===== config.mk =====
export PLATFORM = sky130hd
export DESIGN_NAME = cpu_register_file_flat
export DESIGN_NICKNAME = d
export VERILOG_FILES = /design/src/rtl/cpu_pkg.sv /design/src/rtl/cpu_register_file_if.sv /design/src/rtl/cpu_idu.sv /design/src/rtl/cpu_register_file.sv /design/src/flat_wrapper.sv
export SDC_FILE = /design/constraint.sdc
export NUM_CORES = 1
export LEC_CHECK = 0
export ABC_AREA = 1
export CORE_MARGIN = 3
export CORE_UTILIZATION = 55
export CTS_CLUSTER_DIAMETER = 80
export CTS_CLUSTER_SIZE = 24
export DETAILED_ROUTE_END_ITERATION = 10
export GPL_TIMING_DRIVEN = 0
export PLACE_DENSITY = 0.8
export SYNTH_ARGS = -nofsm -noshare
export SYNTH_HDL_FRONTEND = slang
export SYNTH_SLANG_ARGS = --single-unit

===== constraint.sdc =====
create_clock -name clk -period 5.2 [get_ports clk]
set_input_delay 1.56 -clock clk [delete_from_list [all_inputs] [get_ports clk]]
set_output_delay 1.56 -clock clk [all_outputs]
set_load 0.02 [all_outputs]

===== src/rtl/cpu_pkg.sv =====
// cpu_pkg: shared types and constants for the SM83 register file and its neighbours.
//   - byte register index, register pair, IDU op and IME op encodings
//   - flag bit positions within the CHNZ flag vector (also used by the ALU)
//   - DMG post-boot register values and the reset-value helper
// Optional build macro: REGFILE_SKIP_BOOT_EN selects post-boot reset values.
package cpu_pkg;

    typedef enum logic [3:0] {
        RegB   = 4'd0,
        RegC   = 4'd1,
        RegD   = 4'd2,
        RegE   = 4'd3,
        RegH   = 4'd4,
        RegL   = 4'd5,
        RegF   = 4'd6,
        RegA   = 4'd7,
        RegW   = 4'd8,
        RegZ   = 4'd9,
        RegSph = 4'd10,
        RegSpl = 4'd11,
        RegPch = 4'd12,
        RegPcl = 4'd13,
        RegNo0 = 4'd14,
        RegNo1 = 4'd15
    } reg_idx_e;

    typedef enum logic [2:0] {
        PairBc   = 3'd0,
        PairDe   = 3'd1,
        PairHl   = 3'd2,
        PairSp   = 3'd3,
        PairAf   = 3'd4,
        PairPc   = 3'd5,
        PairWz   = 3'd6,
        PairNone = 3'd7
    } pair_idx_e;

    typedef enum logic [1:0] {IduNone, IduInc, IduDec, IduLoad} idu_op_e;
    typedef enum logic [1:0] {ImeNone, ImeEi, ImeDi, ImeReti} ime_op_e;
    typedef enum logic [1:0] {StImeOff, StImePending, StImeOn} ime_state_e;

    localparam int unsigned NUM_BYTES = 14;
    // Byte indices at or above this value are unbacked.
    localparam logic [3:0] BYTE_IDX_LIMIT = 4'd14;

    localparam int unsigned FLAG_C = 0;
    localparam int unsigned FLAG_H = 1;
    localparam int unsigned FLAG_N = 2;
    localparam int unsigned FLAG_Z = 3;

    localparam logic [7:0] BOOT_A   = 8'h01;
    localparam logic [7:0] BOOT_F   = 8'hB0;
    localparam logic [7:0] BOOT_B   = 8'h00;
    localparam logic [7:0] BOOT_C   = 8'h13;
    localparam logic [7:0] BOOT_D   = 8'h00;
    localparam logic [7:0] BOOT_E   = 8'hD8;
    localparam logic [7:0] BOOT_H   = 8'h01;
    localparam logic [7:0] BOOT_L   = 8'h4D;
    localparam logic [15:0] BOOT_SP = 16'hFFFE;
    localparam logic [15:0] BOOT_PC = 16'h0100;

    // High byte index of a pair; PairNone maps to 0 and must be masked by the caller.
    function automatic logic [3:0] pair_hi(input logic [2:0] pair);
        case (pair)
            PairBc:  return RegB;
            PairDe:  return RegD;
            PairHl:  return RegH;
            PairSp:  return RegSph;
            PairAf:  return RegA;
            PairPc:  return RegPch;
            PairWz:  return RegW;
            default: return 4'd0;
        endcase
    endfunction

    function automatic logic [3:0] pair_lo(input logic [2:0] pair);
        case (pair)
            PairBc:  return RegC;
            PairDe:  return RegE;
            PairHl:  return RegL;
            PairSp:  return RegSpl;
            PairAf:  return RegF;
            PairPc:  return RegPcl;
            PairWz:  return RegZ;
            default: return 4'd0;
        endcase
    endfunction

    function automatic logic [7:0] reset_value(input logic [3:0] idx);
`ifdef REGFILE_SKIP_BOOT_EN
        case (idx)
            RegA:    return BOOT_A;
            RegF:    return BOOT_F;
            RegB:    return BOOT_B;
            RegC:    return BOOT_C;
            RegD:    return BOOT_D;
            RegE:    return BOOT_E;
            RegH:    return BOOT_H;
            RegL:    return BOOT_L;
            RegSph:  return BOOT_SP[15:8];
            RegSpl:  return BOOT_SP[7:0];
            RegPch:  return BOOT_PC[15:8];
            RegPcl:  return BOOT_PC[7:0];
            default: return 8'h00;
        endcase
`else
        return (idx == 4'd15) ? 8'h00 : 8'h00;
`endif
    endfunction

endpackage


===== src/rtl/cpu_register_file_if.sv =====
// cpu_register_file_if: bus between the CPU control/ALU side (master) and the
// register file (slave).
//   byte read ports A/B, byte write port, flag write/read, pair read + IDU op,
//   PC/SP taps, IME op / instr_done / ime_out.
interface cpu_register_file_if;
    logic [3:0]  rd_a_sel;
    logic [7:0]  rd_a_data;
    logic [3:0]  rd_b_sel;
    logic [7:0]  rd_b_data;
    logic        wr_en;
    logic [3:0]  wr_sel;
    logic [7:0]  wr_data;
    logic [3:0]  flag_wr_mask;
    logic [3:0]  flag_wr_data;
    logic [3:0]  flags_out;
    logic [2:0]  pair_sel;
    logic [15:0] pair_rd_data;
    logic [1:0]  idu_op;
    logic [15:0] pair_wr_data;
    logic [15:0] pc_out;
    logic [15:0] sp_out;
    logic [1:0]  ime_op;
    logic        instr_done;
    logic        ime_out;

    modport master (
        output rd_a_sel, rd_b_sel, wr_en, wr_sel, wr_data, flag_wr_mask, flag_wr_data,
               pair_sel, idu_op, pair_wr_data, ime_op, instr_done,
        input  rd_a_data, rd_b_data, flags_out, pair_rd_data, pc_out, sp_out, ime_out
    );

    modport slave (
        input  rd_a_sel, rd_b_sel, wr_en, wr_sel, wr_data, flag_wr_mask, flag_wr_data,
               pair_sel, idu_op, pair_wr_data, ime_op, instr_done,
        output rd_a_data, rd_b_data, flags_out, pair_rd_data, pc_out, sp_out, ime_out
    );
endinterface


===== src/rtl/cpu_idu.sv =====
// cpu_idu: combinational 16-bit increment/decrement/load unit.
//   i_operand  current pair value
//   i_op       IduNone / IduInc / IduDec / IduLoad
//   i_load     value used for IduLoad
//   o_result   next pair value (wraps modulo 2^16)
module cpu_idu
    import cpu_pkg::*;
(
    input  logic [15:0] i_operand,
    input  idu_op_e     i_op,
    input  logic [15:0] i_load,
    output logic [15:0] o_result
);
    always_comb begin
        o_result = i_operand;
        case (i_op)
            IduInc:  o_result = i_operand + 16'd1;
            IduDec:  o_result = i_operand - 16'd1;
            IduLoad: o_result = i_load;
            default: o_result = i_operand;
        endcase
    end
endmodule


===== src/rtl/cpu_register_file.sv =====
// cpu_register_file: SM83 architectural registers B..A, F, W/Z, SP, PC and IME.
//   clk, reset_n  clock, asynchronous active-low reset
//   regs_if       slave side of cpu_register_file_if (byte/flag/pair/IME ports)
// Optional build macro: REGFILE_SKIP_BOOT_EN (reset to DMG post-boot values).
module cpu_register_file
    import cpu_pkg::*;
(
    input  logic                  clk,
    input  logic                  reset_n,
    cpu_register_file_if.slave    regs_if
);
    logic [7:0]  r_bytes      [NUM_BYTES];
    logic [7:0]  w_bytes_next [NUM_BYTES];
    ime_state_e  r_ime_state;
    ime_state_e  w_ime_state_next;
    logic [3:0]  w_pair_hi;
    logic [3:0]  w_pair_lo;
    logic [15:0] w_pair_cur;
    logic [15:0] w_idu_result;
    logic        w_pair_valid;

    assign w_pair_hi    = pair_hi(regs_if.pair_sel);
    assign w_pair_lo    = pair_lo(regs_if.pair_sel);
    assign w_pair_valid = (regs_if.pair_sel != PairNone);
    assign w_pair_cur   = w_pair_valid ? {r_bytes[w_pair_hi], r_bytes[w_pair_lo]} : 16'h0000;

    cpu_idu u_idu (
        .i_operand (w_pair_cur),
        .i_op      (idu_op_e'(regs_if.idu_op)),
        .i_load    (regs_if.pair_wr_data),
        .o_result  (w_idu_result)
    );

    // Pair update first, then the byte write overrides its own byte only,
    // then masked flag bits override whatever F would otherwise become.
    always_comb begin
        for (int i = 0; i < NUM_BYTES; i++) begin
            w_bytes_next[i] = r_bytes[i];
        end
        if (w_pair_valid && (regs_if.idu_op != IduNone)) begin
            w_bytes_next[w_pair_hi] = w_idu_result[15:8];
            w_bytes_next[w_pair_lo] = w_idu_result[7:0];
        end
        if (regs_if.wr_en && (regs_if.wr_sel < BYTE_IDX_LIMIT)) begin
            w_bytes_next[regs_if.wr_sel] = regs_if.wr_data;
        end
        w_bytes_next[RegF] = {(w_bytes_next[RegF][7:4] & ~regs_if.flag_wr_mask) |
                              (regs_if.flag_wr_data & regs_if.flag_wr_mask), 4'h0};
    end

    always_ff @(posedge clk or negedge reset_n) begin
        if (!reset_n) begin
            for (int i = 0; i < NUM_BYTES; i++) begin
                r_bytes[i] <= reset_value(4'(i));
            end
        end else begin
            for (int i = 0; i < NUM_BYTES; i++) begin
                r_bytes[i] <= w_bytes_next[i];
            end
        end
    end

    // IME state register
    always_ff @(posedge clk or negedge reset_n) begin
        if (!reset_n) begin
            r_ime_state <= StImeOff;
        end else begin
            r_ime_state <= w_ime_state_next;
        end
    end

    // IME next state; EI only arms PENDING, the following instr_done enables.
    always_comb begin
        w_ime_state_next = r_ime_state;
        case (ime_op_e'(regs_if.ime_op))
            ImeDi:   w_ime_state_next = StImeOff;
            ImeReti: w_ime_state_next = StImeOn;
            ImeEi: begin
                if (r_ime_state == StImeOff) begin
                    w_ime_state_next = StImePending;
                end
            end
            default: begin
                if ((r_ime_state == StImePending) && regs_if.instr_done) begin
                    w_ime_state_next = StImeOn;
                end
            end
        endcase
    end

    // Outputs
    always_comb begin
        regs_if.ime_out   = (r_ime_state == StImeOn);
        regs_if.rd_a_data = (regs_if.rd_a_sel < BYTE_IDX_LIMIT) ? r_bytes[regs_if.rd_a_sel] : 8'h00;
        regs_if.rd_b_data = (regs_if.rd_b_sel < BYTE_IDX_LIMIT) ? r_bytes[regs_if.rd_b_sel] : 8'h00;
        regs_if.flags_out = r_bytes[RegF][7:4];
        regs_if.pair_rd_data = w_pair_cur;
        regs_if.pc_out    = {r_bytes[RegPch], r_bytes[RegPcl]};
        regs_if.sp_out    = {r_bytes[RegSph], r_bytes[RegSpl]};
    end
endmodule


===== src/flat_wrapper.sv =====
// flat-port wrapper written by rule: the top's interface ports become plain ports
module cpu_register_file_flat import cpu_pkg::*;
  (clk, reset_n, regs_if_rd_a_sel, regs_if_rd_b_sel, regs_if_wr_en, regs_if_wr_sel, regs_if_wr_data, regs_if_flag_wr_mask, regs_if_flag_wr_data, regs_if_pair_sel, regs_if_idu_op, regs_if_pair_wr_data, regs_if_ime_op, regs_if_instr_done, regs_if_rd_a_data, regs_if_rd_b_data, regs_if_flags_out, regs_if_pair_rd_data, regs_if_pc_out, regs_if_sp_out, regs_if_ime_out);
  cpu_register_file_if regs_if_i ();
  input  logic clk;
  input  logic reset_n;
  input wire logic [$bits(regs_if_i.rd_a_sel)-1:0] regs_if_rd_a_sel;
  input wire logic [$bits(regs_if_i.rd_b_sel)-1:0] regs_if_rd_b_sel;
  input wire logic [$bits(regs_if_i.wr_en)-1:0] regs_if_wr_en;
  input wire logic [$bits(regs_if_i.wr_sel)-1:0] regs_if_wr_sel;
  input wire logic [$bits(regs_if_i.wr_data)-1:0] regs_if_wr_data;
  input wire logic [$bits(regs_if_i.flag_wr_mask)-1:0] regs_if_flag_wr_mask;
  input wire logic [$bits(regs_if_i.flag_wr_data)-1:0] regs_if_flag_wr_data;
  input wire logic [$bits(regs_if_i.pair_sel)-1:0] regs_if_pair_sel;
  input wire logic [$bits(regs_if_i.idu_op)-1:0] regs_if_idu_op;
  input wire logic [$bits(regs_if_i.pair_wr_data)-1:0] regs_if_pair_wr_data;
  input wire logic [$bits(regs_if_i.ime_op)-1:0] regs_if_ime_op;
  input wire logic [$bits(regs_if_i.instr_done)-1:0] regs_if_instr_done;
  output wire logic [$bits(regs_if_i.rd_a_data)-1:0] regs_if_rd_a_data;
  output wire logic [$bits(regs_if_i.rd_b_data)-1:0] regs_if_rd_b_data;
  output wire logic [$bits(regs_if_i.flags_out)-1:0] regs_if_flags_out;
  output wire logic [$bits(regs_if_i.pair_rd_data)-1:0] regs_if_pair_rd_data;
  output wire logic [$bits(regs_if_i.pc_out)-1:0] regs_if_pc_out;
  output wire logic [$bits(regs_if_i.sp_out)-1:0] regs_if_sp_out;
  output wire logic [$bits(regs_if_i.ime_out)-1:0] regs_if_ime_out;
  assign regs_if_i.rd_a_sel = regs_if_rd_a_sel;
  assign regs_if_i.rd_b_sel = regs_if_rd_b_sel;
  assign regs_if_i.wr_en = regs_if_wr_en;
  assign regs_if_i.wr_sel = regs_if_wr_sel;
  assign regs_if_i.wr_data = regs_if_wr_data;
  assign regs_if_i.flag_wr_mask = regs_if_flag_wr_mask;
  assign regs_if_i.flag_wr_data = regs_if_flag_wr_data;
  assign regs_if_i.pair_sel = regs_if_pair_sel;
  assign regs_if_i.idu_op = regs_if_idu_op;
  assign regs_if_i.pair_wr_data = regs_if_pair_wr_data;
  assign regs_if_i.ime_op = regs_if_ime_op;
  assign regs_if_i.instr_done = regs_if_instr_done;
  assign regs_if_rd_a_data = regs_if_i.rd_a_data;
  assign regs_if_rd_b_data = regs_if_i.rd_b_data;
  assign regs_if_flags_out = regs_if_i.flags_out;
  assign regs_if_pair_rd_data = regs_if_i.pair_rd_data;
  assign regs_if_pc_out = regs_if_i.pc_out;
  assign regs_if_sp_out = regs_if_i.sp_out;
  assign regs_if_ime_out = regs_if_i.ime_out;
  cpu_register_file u_core (.clk(clk), .reset_n(reset_n), .regs_if(regs_if_i));
endmodule

==> flow_metrics.py <==
metrics = {
    "worst_setup_path": {
        "cp_max_fo": 10,
        "r2r-end": "u_core.r_bytes[52]",
        "start_kind": "input port",
        "arrival_ps": 3640,
        "reg2regPathDepth": 17,
        "required_ps": 3640,
        "r2r_slack_ps": 1680,
        "crit_type": "input port to primary output",
        "rr_startpoint": "u_core.r_bytes[85]",
        "end_kind": "primary output",
    },
    "cells_and_area": {
        "multi_input_area_um2": 5920,
        "postLayoutCoreUtil_pct": 71.0,
        "final_common_cell": "nand2_1",
        "synthToLayoutAreaGrowth_pct": 25.2,
        "nNetsFinal": 1686,
        "final_cell_mix": "257 x nand2_1, 240 x a21oi_1, 192 x o21ai_0",
        "n_fill_cell": 1424,
        "n_antenna_cell": 0,
        "seq_area_um2": 2750,
        "drive_above_1_share_pct": 13.0,
        "fin_area_um2": 11900,
    },
    "global_route": {
        "grt_usage_pct": 49.3,
        "met1_usage_pct": 61.9,
        "grt_max_degree": 71,
        "grt_pass1_vias": 11300,
        "antenna_found_initial": 2,
        "use_met2_pct": 66.2,
        "use_met3_pct": 22.2,
        "overflow": 0,
        "grt_pass1_wl_mm": 68.6,
        "grt.busiest_layer": "met2",
    },
    "synth": {
        "synth_flop_cell": "dfrtp_1",
        "seq_area_frac_synth_pct": 28.9,
        "ys_ff_latch": 110,
        "syn_area_per_cell_um2": 6.51,
        "synth_edf_count": 0,
        "async_flop_share_pct": 100,
        "synth_cells": 1460,
        "yosys.cell_types.count": 43,
        "syn_nets": 1537,
        "synth_warnings": 0,
        "netlist_area_um2": 9510,
    },
    "detailed_routing": {
        "first_pass_iters": 7,
        "first_iter_violations": 2199,
        "vias_per_cell": 6.81,
        "finalWirelength_mm": 46.8,
        "drt_drc_violations_left": 0,
        "avgRoutedWirePerCell_um": 25.5,
        "final_antenna_net_count": 0,
        "via_count": 12500,
    },
    "pwr": {
        "clockPowerShare_pct": 16.3,
        "combPwrFrac_pct": 50.0,
        "p_sw_mw": 2.24,
        "p_sw_share_pct": 49.3,
        "leakage_nw": 5.48,
        "p_seq_share_pct": 33.8,
        "peakVddDrop_mv": 0.257,
        "intPower_mw": 2.31,
        "p_per_area_nw_per_um2": 382,
    },
    "sta": {
        "grt_setup_unrepaired": "true",
        "fmax_ghz": 0.192,
        "worst_slew_pin_slew_ps": 1310,
        "maxSlewHeadroom_pct": 12.2,
        "period_needed_ps": 5200,
        "min_period_over_period_pct": 99.9,
        "skew_ps": 10.6,
        "fin_worst_hold_slack_ps": 570,
        "hold_viol": 0,
        "worst_slack_ps": 2.63,
        "slew_violations": 0,
        "setup_viol": 0,
    },
    "job": {
        "drv_cap": 0,
    },
    "min_path": {
        "min_to": "u_core.r_ime_state[1]",
        "min_from": "u_core.r_ime_state[1]",
        "min_path_type": "flop to flop",
        "min_path_cells": 2,
    },
    "placement": {
        "placed_area_um2": 11000,
        "dp_slack_ps": -1840,
        "place_hpwl_mm": 34.4,
        "port_buffers": 116,
        "gp_congestion": 1.11,
    },
    "clock_tree": {
        "cts_buffers": 9,
        "cts.path.max_buffers": 2,
        "cts.sinks": 110,
        "postCtsHoldBufs": 0,
        "path_clk_slew_ps": 80,
        "clock_latency_ps": 370,
        "clock-root-buffer": "clkbuf_16",
        "tritoncts": "done",
        "htree_num_levels": 3,
    },
    "floorplanning": {
        "num_io_pins": 124,
        "rows": 47,
        "dieArea_um2": 18900,
        "die_x_um": 137,
        "die_y_um": 137,
        "coreArea_um2": 16800,
        "start_util_pct": 56.7,
    },
    "run_status": {
        "outcome": "finished clean",
    },
}
[cells by family after synthesis]
group	Yosys count	share of synthesized area (%)
XOR/XNOR	2	0.184
AND/OR/NAND/NOR	449	19.0
multiplexers	1	0.118
adder cells (fa/ha/maj)	22	2.97
buffers and inverters	276	12.5
flip-flops	110	28.9
AO/OA/AOI/OAI	600	36.3
[power by group through the flow]
| stage | clock network [mW] | registers, mW | logic, mW |
|---|---|---|---|
| 6_report | 0.740 | 1.54 | 2.27 |
| 5_1_grt | 0.753 | 1.51 | 2.40 |
| 4_1_cts | 0.721 | 1.46 | 2.11 |
| 3_5_place_dp | 0 | 1.48 | 2.02 |
| 3_3_place_gp | 0 | 1.48 | 1.98 |
| 2_1_floorplan | 0 | 1.26 | 1.27 |
[worst max-delay path by stage]
stage                         from                  endpoint  slack (ps)  cells past startpoint
2_1_floorplan  regs_if_pair_sel[0]        u_core.r_bytes[78]           6                     24
3_5_place_dp   regs_if_pair_sel[1]        u_core.r_bytes[78]       -1840                     20
3_3_place_gp   regs_if_pair_sel[1]        u_core.r_bytes[46]       -1720                     20
4_1_cts        regs_if_rd_a_sel[0]      regs_if_rd_a_data[0]           2                      7
6_report       regs_if_pair_sel[0]  regs_if_pair_rd_data[13]           3                     10
5_1_grt        regs_if_pair_sel[2]   regs_if_pair_rd_data[0]         -30                     10
[per-layer routing]
metal | part of all wire, % | vias up
li1 | - | 5341
met1 | 34 | 5552
met2 | 38 | 1237
met3 | 18 | 359
met4 | 10 | 2
met5 | 0.032 | -
[registers in the layout (all words and copies together), names as in the netlist]
register,count
u_core.r_bytes,72
u_core.r_ime_state,2
u_core.regs_if.flags_out,4
u_core.regs_if.pc_out,16
u_core.regs_if.sp_out,16
[final cells by class]
cell class	instances	area share, %
Tap cell	220	2.31
Timing Repair Buffer	138	11.3
Multi-Input combinational cell	1074	49.8
Inverter	149	4.78
Clock inverter	7	0.694
Buffer	127	6.15
Sequential cell	110	23.1
Clock buffer	9	1.89
[timing repair]
| item | in CTS | in global routing |
|---|---|---|
| gates resized for setup | 150 | 66 |
| endpoints found under the hold margin | 0 | 0 |
| pin swaps | 14 | 10 |
| endpoints found under the setup margin | 129 | 93 |
| setup buffers | 16 | 5 |
[metrics by stage]
step | power, mW | cells | TNS (ps)
2_1_floorplan | 2.53 | 1460 | 0
3_3_place_gp | 3.46 | 1796 | -311980
3_5_place_dp | 3.50 | 1797 | -134950
4_1_cts | 4.30 | 1829 | 0
5_1_grt | 4.66 | 1834 | -34.3
6_report | 4.55 | 1834 | 0
[synth_stat cells, types with 22 or more instances]
| master | n | area, µm² |
|---|---|---|
| o21ai_0 | 200 | 1000 |
| nand2_1 | 263 | 987 |
| nand3_1 | 55 | 275 |
| o221ai_1 | 32 | 280 |
| clkbuf_1 | 76 | 285 |
| nor2_1 | 111 | 417 |
| a21oi_1 | 242 | 1210 |
| o211ai_1 | 22 | 165 |
| a22oi_1 | 49 | 368 |
| buf_4 | 38 | 285 |
| dfrtp_1 | 110 | 2750 |
| inv_1 | 138 | 518 |
[critical path, stage by stage]
cell and delay [ps]:
clkbuf_4 190, nor2_2 60, nand2_2 130, buf_6 180, inv_1 140, clkbuf_4 250
nand2_1 80, o221ai_1 210, a221oi_2 440, dlygate4sd2_1 380
Note: power is estimated with default switching activity, not from simulation.
